==> src/rtl/frac_pkg.sv <==
// Shared constants and state encoding for the
// quarter-pel search row feeder.
package frac_pkg;

   localparam int ROWS   = 8;
   localparam int PIX_W  = 8;
   localparam int ROW_W  = ROWS * PIX_W;
   localparam int ROW_CW = 3;
   localparam int MV_W   = 3;

   localparam logic [ROW_CW-1:0] LAST_ROW = ROW_CW'(ROWS - 1);

   typedef enum logic [1:0] {
      ST_IDLE,
      ST_FETCH,
      ST_DRAIN,
      ST_WAIT_RES
   } feed_state_e;

endpackage

==> src/rtl/frac_block_feeder_if.sv <==
// Memory, row-beat and result signals between the
// feeder (master) and its environment (slave).
interface frac_block_feeder_if #(
   parameter int ADDR_W = 12
);
   import frac_pkg::*;

   logic              start;
   logic [ADDR_W-1:0] cur_base;
   logic [ADDR_W-1:0] ref_base;
   logic [ADDR_W-1:0] stride;

   logic              cur_rd_en;
   logic [ADDR_W-1:0] cur_addr;
   logic [ROW_W-1:0]  cur_data;
   logic              ref_rd_en;
   logic [ADDR_W-1:0] ref_addr;
   logic [ROW_W-1:0]  ref_data;

   logic [ROW_W-1:0]  filter_pix;
   logic [ROW_W-1:0]  ref_pix;
   logic              input_ready;

   logic [MV_W-1:0]   mvx;
   logic [MV_W-1:0]   mvy;

   logic              busy;
   logic              done;
   logic [MV_W-1:0]   mv_x_out;
   logic [MV_W-1:0]   mv_y_out;

   modport master (
      input  start, cur_base, ref_base, stride,
      input  cur_data, ref_data, mvx, mvy,
      output cur_rd_en, cur_addr,
      output ref_rd_en, ref_addr,
      output filter_pix, ref_pix, input_ready,
      output busy, done, mv_x_out, mv_y_out
   );

   modport slave (
      output start, cur_base, ref_base, stride,
      output cur_data, ref_data, mvx, mvy,
      input  cur_rd_en, cur_addr,
      input  ref_rd_en, ref_addr,
      input  filter_pix, ref_pix, input_ready,
      input  busy, done, mv_x_out, mv_y_out
   );

endinterface

==> src/rtl/frac_addr_gen.sv <==
// Row address generator: base + r*stride built by
// repeated addition, wrapping modulo 2^ADDR_W.
module frac_addr_gen #(
   parameter int ADDR_W = 12
) (
   input  logic              clk,
   input  logic              reset,
   input  logic              load_i,
   input  logic              step_i,
   input  logic [ADDR_W-1:0] base_i,
   input  logic [ADDR_W-1:0] stride_i,
   output logic [ADDR_W-1:0] addr_o
);

   logic [ADDR_W-1:0] addr_q, addr_d;
   logic [ADDR_W-1:0] stride_q, stride_d;

   // next address: load wins over step
   always_comb begin
      addr_d   = addr_q;
      stride_d = stride_q;
      if (load_i) begin
         addr_d   = base_i;
         stride_d = stride_i;
      end else if (step_i) begin
         addr_d = addr_q + stride_q;
      end
   end

   // latched stride and running address
   always_ff @(posedge clk or negedge reset) begin
      if (!reset) begin
         addr_q   <= '0;
         stride_q <= '0;
      end else begin
         addr_q   <= addr_d;
         stride_q <= stride_d;
      end
   end

   assign addr_o = addr_q;

endmodule

==> src/rtl/frac_block_feeder.sv <==
// Fetches an 8x8 current/reference block pair and
// streams it as 8 row beats, then captures the MV.
module frac_block_feeder
   import frac_pkg::*;
#(
   parameter int ADDR_W     = 12,
   parameter int RESULT_LAT = 1
) (
   input  logic                clk,
   input  logic                reset,
   frac_block_feeder_if.master bus
);

   localparam int CNT_W =
      (RESULT_LAT > 1) ? $clog2(RESULT_LAT + 1) : 1;

   feed_state_e       state_q, state_d;
   logic [ROW_CW-1:0] row_q, row_d;
   logic [CNT_W-1:0]  cnt_q, cnt_d;
   logic              busy_q, busy_d;
   logic              done_q, done_d;
   logic              rd_en_q, rd_en_d;
   logic [MV_W-1:0]   mvx_q, mvx_d;
   logic [MV_W-1:0]   mvy_q, mvy_d;

   logic              dat_vld_q;
   logic              rdy_q;
   logic [ROW_W-1:0]  fpix_q;
   logic [ROW_W-1:0]  rpix_q;

   logic              ag_load;
   logic              ag_step;
   logic [ADDR_W-1:0] cur_addr;
   logic [ADDR_W-1:0] ref_addr;

   frac_addr_gen #(
      .ADDR_W (ADDR_W)
   ) u_cur_ag (
      .clk      (clk),
      .reset    (reset),
      .load_i   (ag_load),
      .step_i   (ag_step),
      .base_i   (bus.cur_base),
      .stride_i (bus.stride),
      .addr_o   (cur_addr)
   );

   frac_addr_gen #(
      .ADDR_W (ADDR_W)
   ) u_ref_ag (
      .clk      (clk),
      .reset    (reset),
      .load_i   (ag_load),
      .step_i   (ag_step),
      .base_i   (bus.ref_base),
      .stride_i (bus.stride),
      .addr_o   (ref_addr)
   );

   // control FSM: next state and registered outputs
   always_comb begin
      state_d = state_q;
      row_d   = row_q;
      cnt_d   = cnt_q;
      busy_d  = busy_q;
      done_d  = 1'b0;
      rd_en_d = rd_en_q;
      mvx_d   = mvx_q;
      mvy_d   = mvy_q;
      ag_load = 1'b0;
      ag_step = 1'b0;
      unique case (state_q)
         ST_IDLE: begin
            if (bus.start) begin
               state_d = ST_FETCH;
               row_d   = '0;
               busy_d  = 1'b1;
               rd_en_d = 1'b1;
               ag_load = 1'b1;
            end
         end
         ST_FETCH: begin
            if (row_q == LAST_ROW) begin
               state_d = ST_DRAIN;
               rd_en_d = 1'b0;
            end else begin
               row_d   = row_q + 1'b1;
               ag_step = 1'b1;
            end
         end
         ST_DRAIN: begin
            // last beat on the wire, nothing left in flight
            if (rdy_q && !dat_vld_q) begin
               state_d = ST_WAIT_RES;
               cnt_d   = CNT_W'(RESULT_LAT);
            end
         end
         ST_WAIT_RES: begin
            // capture on the edge the counter reaches zero
            if (cnt_q <= CNT_W'(1)) begin
               state_d = ST_IDLE;
               cnt_d   = '0;
               busy_d  = 1'b0;
               done_d  = 1'b1;
               mvx_d   = bus.mvx;
               mvy_d   = bus.mvy;
            end else begin
               cnt_d = cnt_q - CNT_W'(1);
            end
         end
         default: state_d = ST_IDLE;
      endcase
   end

   // control FSM state register
   always_ff @(posedge clk or negedge reset) begin
      if (!reset) begin
         state_q <= ST_IDLE;
         row_q   <= '0;
         cnt_q   <= '0;
         busy_q  <= 1'b0;
         done_q  <= 1'b0;
         rd_en_q <= 1'b0;
         mvx_q   <= '0;
         mvy_q   <= '0;
      end else begin
         state_q <= state_d;
         row_q   <= row_d;
         cnt_q   <= cnt_d;
         busy_q  <= busy_d;
         done_q  <= done_d;
         rd_en_q <= rd_en_d;
         mvx_q   <= mvx_d;
         mvy_q   <= mvy_d;
      end
   end

   // read-data return tracking and row beat register
   always_ff @(posedge clk or negedge reset) begin
      if (!reset) begin
         dat_vld_q <= 1'b0;
         rdy_q     <= 1'b0;
         fpix_q    <= '0;
         rpix_q    <= '0;
      end else begin
         dat_vld_q <= rd_en_q;
         rdy_q     <= dat_vld_q;
         if (dat_vld_q) begin
            fpix_q <= bus.cur_data;
            rpix_q <= bus.ref_data;
         end
      end
   end

   assign bus.cur_rd_en   = rd_en_q;
   assign bus.ref_rd_en   = rd_en_q;
   assign bus.cur_addr    = cur_addr;
   assign bus.ref_addr    = ref_addr;
   assign bus.filter_pix  = fpix_q;
   assign bus.ref_pix     = rpix_q;
   assign bus.input_ready = rdy_q;
   assign bus.busy        = busy_q;
   assign bus.done        = done_q;
   assign bus.mv_x_out    = mvx_q;
   assign bus.mv_y_out    = mvy_q;

endmodule

==> src/flat_wrapper.sv <==
// flat-port wrapper written by rule: the top's interface ports become plain ports
module frac_block_feeder_flat import frac_pkg::*;
#(
   parameter int ADDR_W     = 12,
   parameter int RESULT_LAT = 1
)
  (clk, reset, bus_start, bus_cur_base, bus_ref_base, bus_stride, bus_cur_data, bus_ref_data, bus_mvx, bus_mvy, bus_cur_rd_en, bus_cur_addr, bus_ref_rd_en, bus_ref_addr, bus_filter_pix, bus_ref_pix, bus_input_ready, bus_busy, bus_done, bus_mv_x_out, bus_mv_y_out);
  frac_block_feeder_if #(.ADDR_W(ADDR_W)) bus_i ();
  input  logic clk;
  input  logic reset;
  input wire logic [$bits(bus_i.start)-1:0] bus_start;
  input wire logic [$bits(bus_i.cur_base)-1:0] bus_cur_base;
  input wire logic [$bits(bus_i.ref_base)-1:0] bus_ref_base;
  input wire logic [$bits(bus_i.stride)-1:0] bus_stride;
  input wire logic [$bits(bus_i.cur_data)-1:0] bus_cur_data;
  input wire logic [$bits(bus_i.ref_data)-1:0] bus_ref_data;
  input wire logic [$bits(bus_i.mvx)-1:0] bus_mvx;
  input wire logic [$bits(bus_i.mvy)-1:0] bus_mvy;
  output wire logic [$bits(bus_i.cur_rd_en)-1:0] bus_cur_rd_en;
  output wire logic [$bits(bus_i.cur_addr)-1:0] bus_cur_addr;
  output wire logic [$bits(bus_i.ref_rd_en)-1:0] bus_ref_rd_en;
  output wire logic [$bits(bus_i.ref_addr)-1:0] bus_ref_addr;
  output wire logic [$bits(bus_i.filter_pix)-1:0] bus_filter_pix;
  output wire logic [$bits(bus_i.ref_pix)-1:0] bus_ref_pix;
  output wire logic [$bits(bus_i.input_ready)-1:0] bus_input_ready;
  output wire logic [$bits(bus_i.busy)-1:0] bus_busy;
  output wire logic [$bits(bus_i.done)-1:0] bus_done;
  output wire logic [$bits(bus_i.mv_x_out)-1:0] bus_mv_x_out;
  output wire logic [$bits(bus_i.mv_y_out)-1:0] bus_mv_y_out;
  assign bus_i.start = bus_start;
  assign bus_i.cur_base = bus_cur_base;
  assign bus_i.ref_base = bus_ref_base;
  assign bus_i.stride = bus_stride;
  assign bus_i.cur_data = bus_cur_data;
  assign bus_i.ref_data = bus_ref_data;
  assign bus_i.mvx = bus_mvx;
  assign bus_i.mvy = bus_mvy;
  assign bus_cur_rd_en = bus_i.cur_rd_en;
  assign bus_cur_addr = bus_i.cur_addr;
  assign bus_ref_rd_en = bus_i.ref_rd_en;
  assign bus_ref_addr = bus_i.ref_addr;
  assign bus_filter_pix = bus_i.filter_pix;
  assign bus_ref_pix = bus_i.ref_pix;
  assign bus_input_ready = bus_i.input_ready;
  assign bus_busy = bus_i.busy;
  assign bus_done = bus_i.done;
  assign bus_mv_x_out = bus_i.mv_x_out;
  assign bus_mv_y_out = bus_i.mv_y_out;
  frac_block_feeder #(.ADDR_W(ADDR_W), .RESULT_LAT(RESULT_LAT)) u_core (.clk(clk), .reset(reset), .bus(bus_i));
endmodule
==> config.mk <==
export PLATFORM = sky130hd
export DESIGN_NAME = frac_block_feeder_flat
export DESIGN_NICKNAME = d
export VERILOG_FILES = /design/src/rtl/frac_pkg.sv /design/src/rtl/frac_block_feeder_if.sv /design/src/rtl/frac_addr_gen.sv /design/src/rtl/frac_block_feeder.sv /design/src/flat_wrapper.sv
export SDC_FILE = /design/constraint.sdc
export NUM_CORES = 1
export LEC_CHECK = 0
export ABC_CLOCK_PERIOD_IN_PS = 2700
export BUFFER_PORTS_ARGS = -buffer_cell sky130_fd_sc_hd__buf_2
export CAP_MARGIN = 20
export CORE_MARGIN = 10
export CORE_UTILIZATION = 48
export DETAILED_ROUTE_END_ITERATION = 10
export HOLD_SLACK_MARGIN = 0.12
export PLACE_DENSITY = 0.77
export SLEW_MARGIN = 20
export SYNTH_ARGS = -nofsm -noshare
export SYNTH_HDL_FRONTEND = slang
export SYNTH_SLANG_ARGS = --single-unit
==> constraint.sdc <==
create_clock -name clk -period 2.7 [get_ports clk]
set_input_delay 0.27 -clock clk [delete_from_list [all_inputs] [get_ports clk]]
set_output_delay 0.27 -clock clk [all_outputs]
set_load 0.03 [all_outputs]
==> summary.txt <==
Worst setup path
  – Worst Reg-to-Reg Cells: 8
  – CP arrival: 2710 ps
  – Reg2Reg Capture Point: u_core.u_ref_ag.addr_o[11]$_DFFE_PN0P_
  – Max FO, Critical Path: 4
  – Critical Path Start Type: flip-flop
  – Reg2reg start: u_core.u_ref_ag.addr_o[1]$_DFFE_PN0P_
  – R2R setup slack: 330 ps
  – Setup CP Type: reg2reg
  – Data required, critical path: 3050 ps
  – Setup crit end kind: flip-flop

GRT
  – Largest net degree at the start of global routing: 67
  – Number of global-route vias before repair: 7843
  – Total track usage: 0.268
  – GRT overflow: 0
  – Initial antenna violation count: 1
  – First-pass GRT wire length: 45700 um

Floorplanning
  – Die footprint: 0.0218 mm^2
  – Die width: 148 um
  – DIE HEIGHT: 148 um
  – I/O pins: 336
  – Rows: 46
  – CORE AREA: 0.0159 mm^2
  – Initial Util: 0.492

Route
  – ANT nets after route: 0
  – DR vias: 7137
  – DRC: 0
  – Iteration-0 DRC Markers: 435
  – WL/cell: 21.8 um
  – WL final: 29700 um
  – First-pass DRT Iterations: 5
  – Vias per cell: 5.25

Logic synthesis
  – Library cells used by synthesis: 41
  – EDFF count, synth: 0
  – Mapped Nets: 828
  – Leading area contributor after synthesis: dfrtp_1
  – Share of the synthesized area in the top cell type: 0.575
  – Post-Syn Instances: 625
  – Syn Area/Cell: 12.5 um^2
  – Top_reg_cell synth: dfrtp_1
  – Synth area leaders: dfrtp_1 (57%), mux2_2 (19%), ha_1 (4.5%), nand2_1 (3.6%), o21ai_0 (2.0%)
  – Seq cells post-synth: 180
  – Number of synthesis warnings: 0
  – Post-synthesis sequential area ratio: 0.575
  – Async S/R FF share, synth: 1.00
  – Cell area after synthesis: 0.00784 mm^2

Clock network
  – Post-CTS Resized: 0
  – CTS Buf Count: 17
  – CTS H-tree lvls: 4
  – Clk pin slew, worst setup/hold paths: 70 ps
  – Root Buffer: clkbuf_16
  – Clock sink total: 180
  – Post-CTS Setup Bufs: 0
  – Worst-skew pair later-pin latency: 440 ps
  – Max clock buf depth: 2
  – CTS tree: done

Power and ir drop
  – Pwr/cell area: 892 mW/mm^2
  – Peak supply drop: 526 uV
  – Pleak: 5.86 nW

Final layout
  – Share of cells above drive strength 1: 0.453
  – Post-layout util: 0.759
  – Layout overhead on the synthesized area: 54.4%
  – Final net count: 1332
  – Post-Layout Cell Count: 1359

Status
  – Outcome: finished clean

STA
  – Peak Freq: 422 MHz
  – Worst Max-Slew Pin Slew: 707 ps
  – TNS Setup: 0 ps
  – Crit share post-route: 0.877
  – Pins Over Slew Limit: 0
  – Tmin final: 2370 ps
  – Final setup vio count: 0
  – RSZ-0062 raised after global routing: no
  – Clk_skew: 20.6 ps
  – Hold Vio Cnt, Final: 0
  – Rel. slew slack: 0.529

Worst hold path
  – Hold depth: 3
  – Worst Hold Endpoint: u_core.u_cur_ag.addr_o[10]$_DFFE_PN0P_
  – Hold WC Path Type: in2reg
  – Critical hold path startpoint: bus_cur_base[10]

Placed design
  – HPWL Detailed: 18800 um
  – IO buf count: 335
  – Routability cong.: 0.889
  – Placed cell count: 1158

Flow run
  – Max-cap violations: 0
==> metal layers <==
metal | GRT usage | wire (um) | up-vias
li1 | - | - | 3207
met3 | 0.0992 | 2790 | 83
met5 | 0 | 0 | -
met4 | 0.126 | 1270 | 0
met2 | 0.454 | 15000 | 385
met1 | 0.293 | 10600 | 3462
==> repair_timing <==
action                                 CTS  global route
setup endpoints to repair                0             0
endpoints found under the hold margin  230             0
hold buffers                           168             0
==> flip-flops by register name (all words and copies together) (netlist names) <==
name and cells:
u_core.bus.filter_pix 64, u_core.bus.ref_pix 64, u_core.u_cur_ag.addr_o 12, u_core.u_cur_ag.stride_q 12, u_core.u_ref_ag.addr_o 12, u_core.bus.mv_x_out 3
u_core.bus.mv_y_out 3, u_core.row_q 3, u_core.state_q 2, u_core.bus.busy 1, u_core.bus.cur_rd_en 1, u_core.bus.done 1
u_core.bus.input_ready 1, u_core.dat_vld_q 1
==> cells in the final DEF (no fill, tap or decap), types with 4 or more instances in the layout <==
cell           instances
buf_2                334
nor3_1                 4
a31oi_1                9
a21oi_1               24
nand2_1               75
mux2_2               135
ha_1                  28
nor2_1                32
nor2b_1                6
inv_1                 10
clkbuf_16             17
o21ai_0               31
dlygate4sd3_1        168
a211oi_1               5
xnor2_1                9
dfrtp_1              179
buf_4                  8
o21a_1                 4
a22o_1                 5
inv_6                  5
==> critical path, stage by stage, from the launching register on <==
cell and delay, ps:
dfrtp_1 410, ha_1 330, a211oi_1 430, o21ai_0 160, a21oi_1 210, o21ai_0 140, xnor2_1 150, or3_1 300
a31oi_1 160
==> through the flow <==
| stage | hold slack, ps | instance area (um^2) | worst slack, ps | power (mW) |
|---|---|---|---|---|
| floorplan | -25.6 | 7840 | 451 | 6.64 |
| global placement | 319 | 9800 | 427 | 7.81 |
| detailed placement | 324 | 9800 | 383 | 7.90 |
| CTS | 128 | 12100 | 352 | 10.7 |
| global route | 164 | 12100 | 183 | 11.4 |
| finish | 162 | 12100 | 333 | 10.8 |
==> how the worst max path moves through the flow <==
stage | from | endpoint | slack, ps | cells after the start
after floorplan | u_core.u_ref_ag.addr_o[0]$_DFFE_PN0P_ | u_core.u_ref_ag.addr_o[8]$_DFFE_PN0P_ | 450 | 10
after global placement | u_core.u_ref_ag.addr_o[0]$_DFFE_PN0P_ | u_core.u_ref_ag.addr_o[8]$_DFFE_PN0P_ | 430 | 10
after detailed placement | u_core.u_cur_ag.stride_q[0]$_DFFE_PN0P_ | u_core.u_ref_ag.addr_o[8]$_DFFE_PN0P_ | 380 | 10
after CTS | u_core.u_ref_ag.addr_o[1]$_DFFE_PN0P_ | u_core.u_ref_ag.addr_o[11]$_DFFE_PN0P_ | 350 | 8
after global routing | u_core.u_ref_ag.addr_o[1]$_DFFE_PN0P_ | u_core.u_ref_ag.addr_o[11]$_DFFE_PN0P_ | 180 | 8
final | u_core.u_ref_ag.addr_o[1]$_DFFE_PN0P_ | u_core.u_ref_ag.addr_o[11]$_DFFE_PN0P_ | 330 | 8
==> area by class of cell <==
type	count	area, um^2
inverter	10	37.5
timing repair buffer	514	3480
fill	953	3840
multi-input combinational	406	3180
clock inverter	14	188
tap	216	270
sequential	180	4510
antenna	1	2.50
clock buffer	18	429
==> kinds of logic (layout without fill, tap and decap cells) <==
| family | after synthesis | in the layout | synth area share |
|---|---|---|---|
| xor+xnor | 11 | 11 | 0.0123 |
| flops | 180 | 180 | 0.575 |
| buf+inv | 39 | 556 | 0.0192 |
| other cells | 0 | 1 | 0 |
| fa+ha+maj | 30 | 30 | 0.0498 |
| compound gates | 95 | 95 | 0.0754 |
| mux | 138 | 138 | 0.198 |
| simple gates | 132 | 132 | 0.0707 |
==> Yosys cell counts (all sizes together), types with 2 or more instances <==
master and n:
dfrtp 180, mux2 135, nand2 75, nor2 32, o21ai 31, ha 28, clkbuf 26, a21oi 25
inv 10, a31oi 9, xnor2 9, nor2b 6, a211oi 5, a22o 5, nor3 4, o21a 4
a22oi 3, buf 3, mux2i 3, nand2b 3, nand3 3, or3 3, a21o 2, a311oi 2
and3b 2, fa 2, nand4 2, o211ai 2, xor2 2
==> power by group <==
group / total [mW] / switching, mW / internal [mW]
Sequential: 3.57 / 0.388 / 3.18
Clock: 2.64 / 1.15 / 1.49
Combinational: 4.58 / 2.73 / 1.85
Total: 10.8 / 4.28 / 6.52
Power figures use the tool's default switching activity.
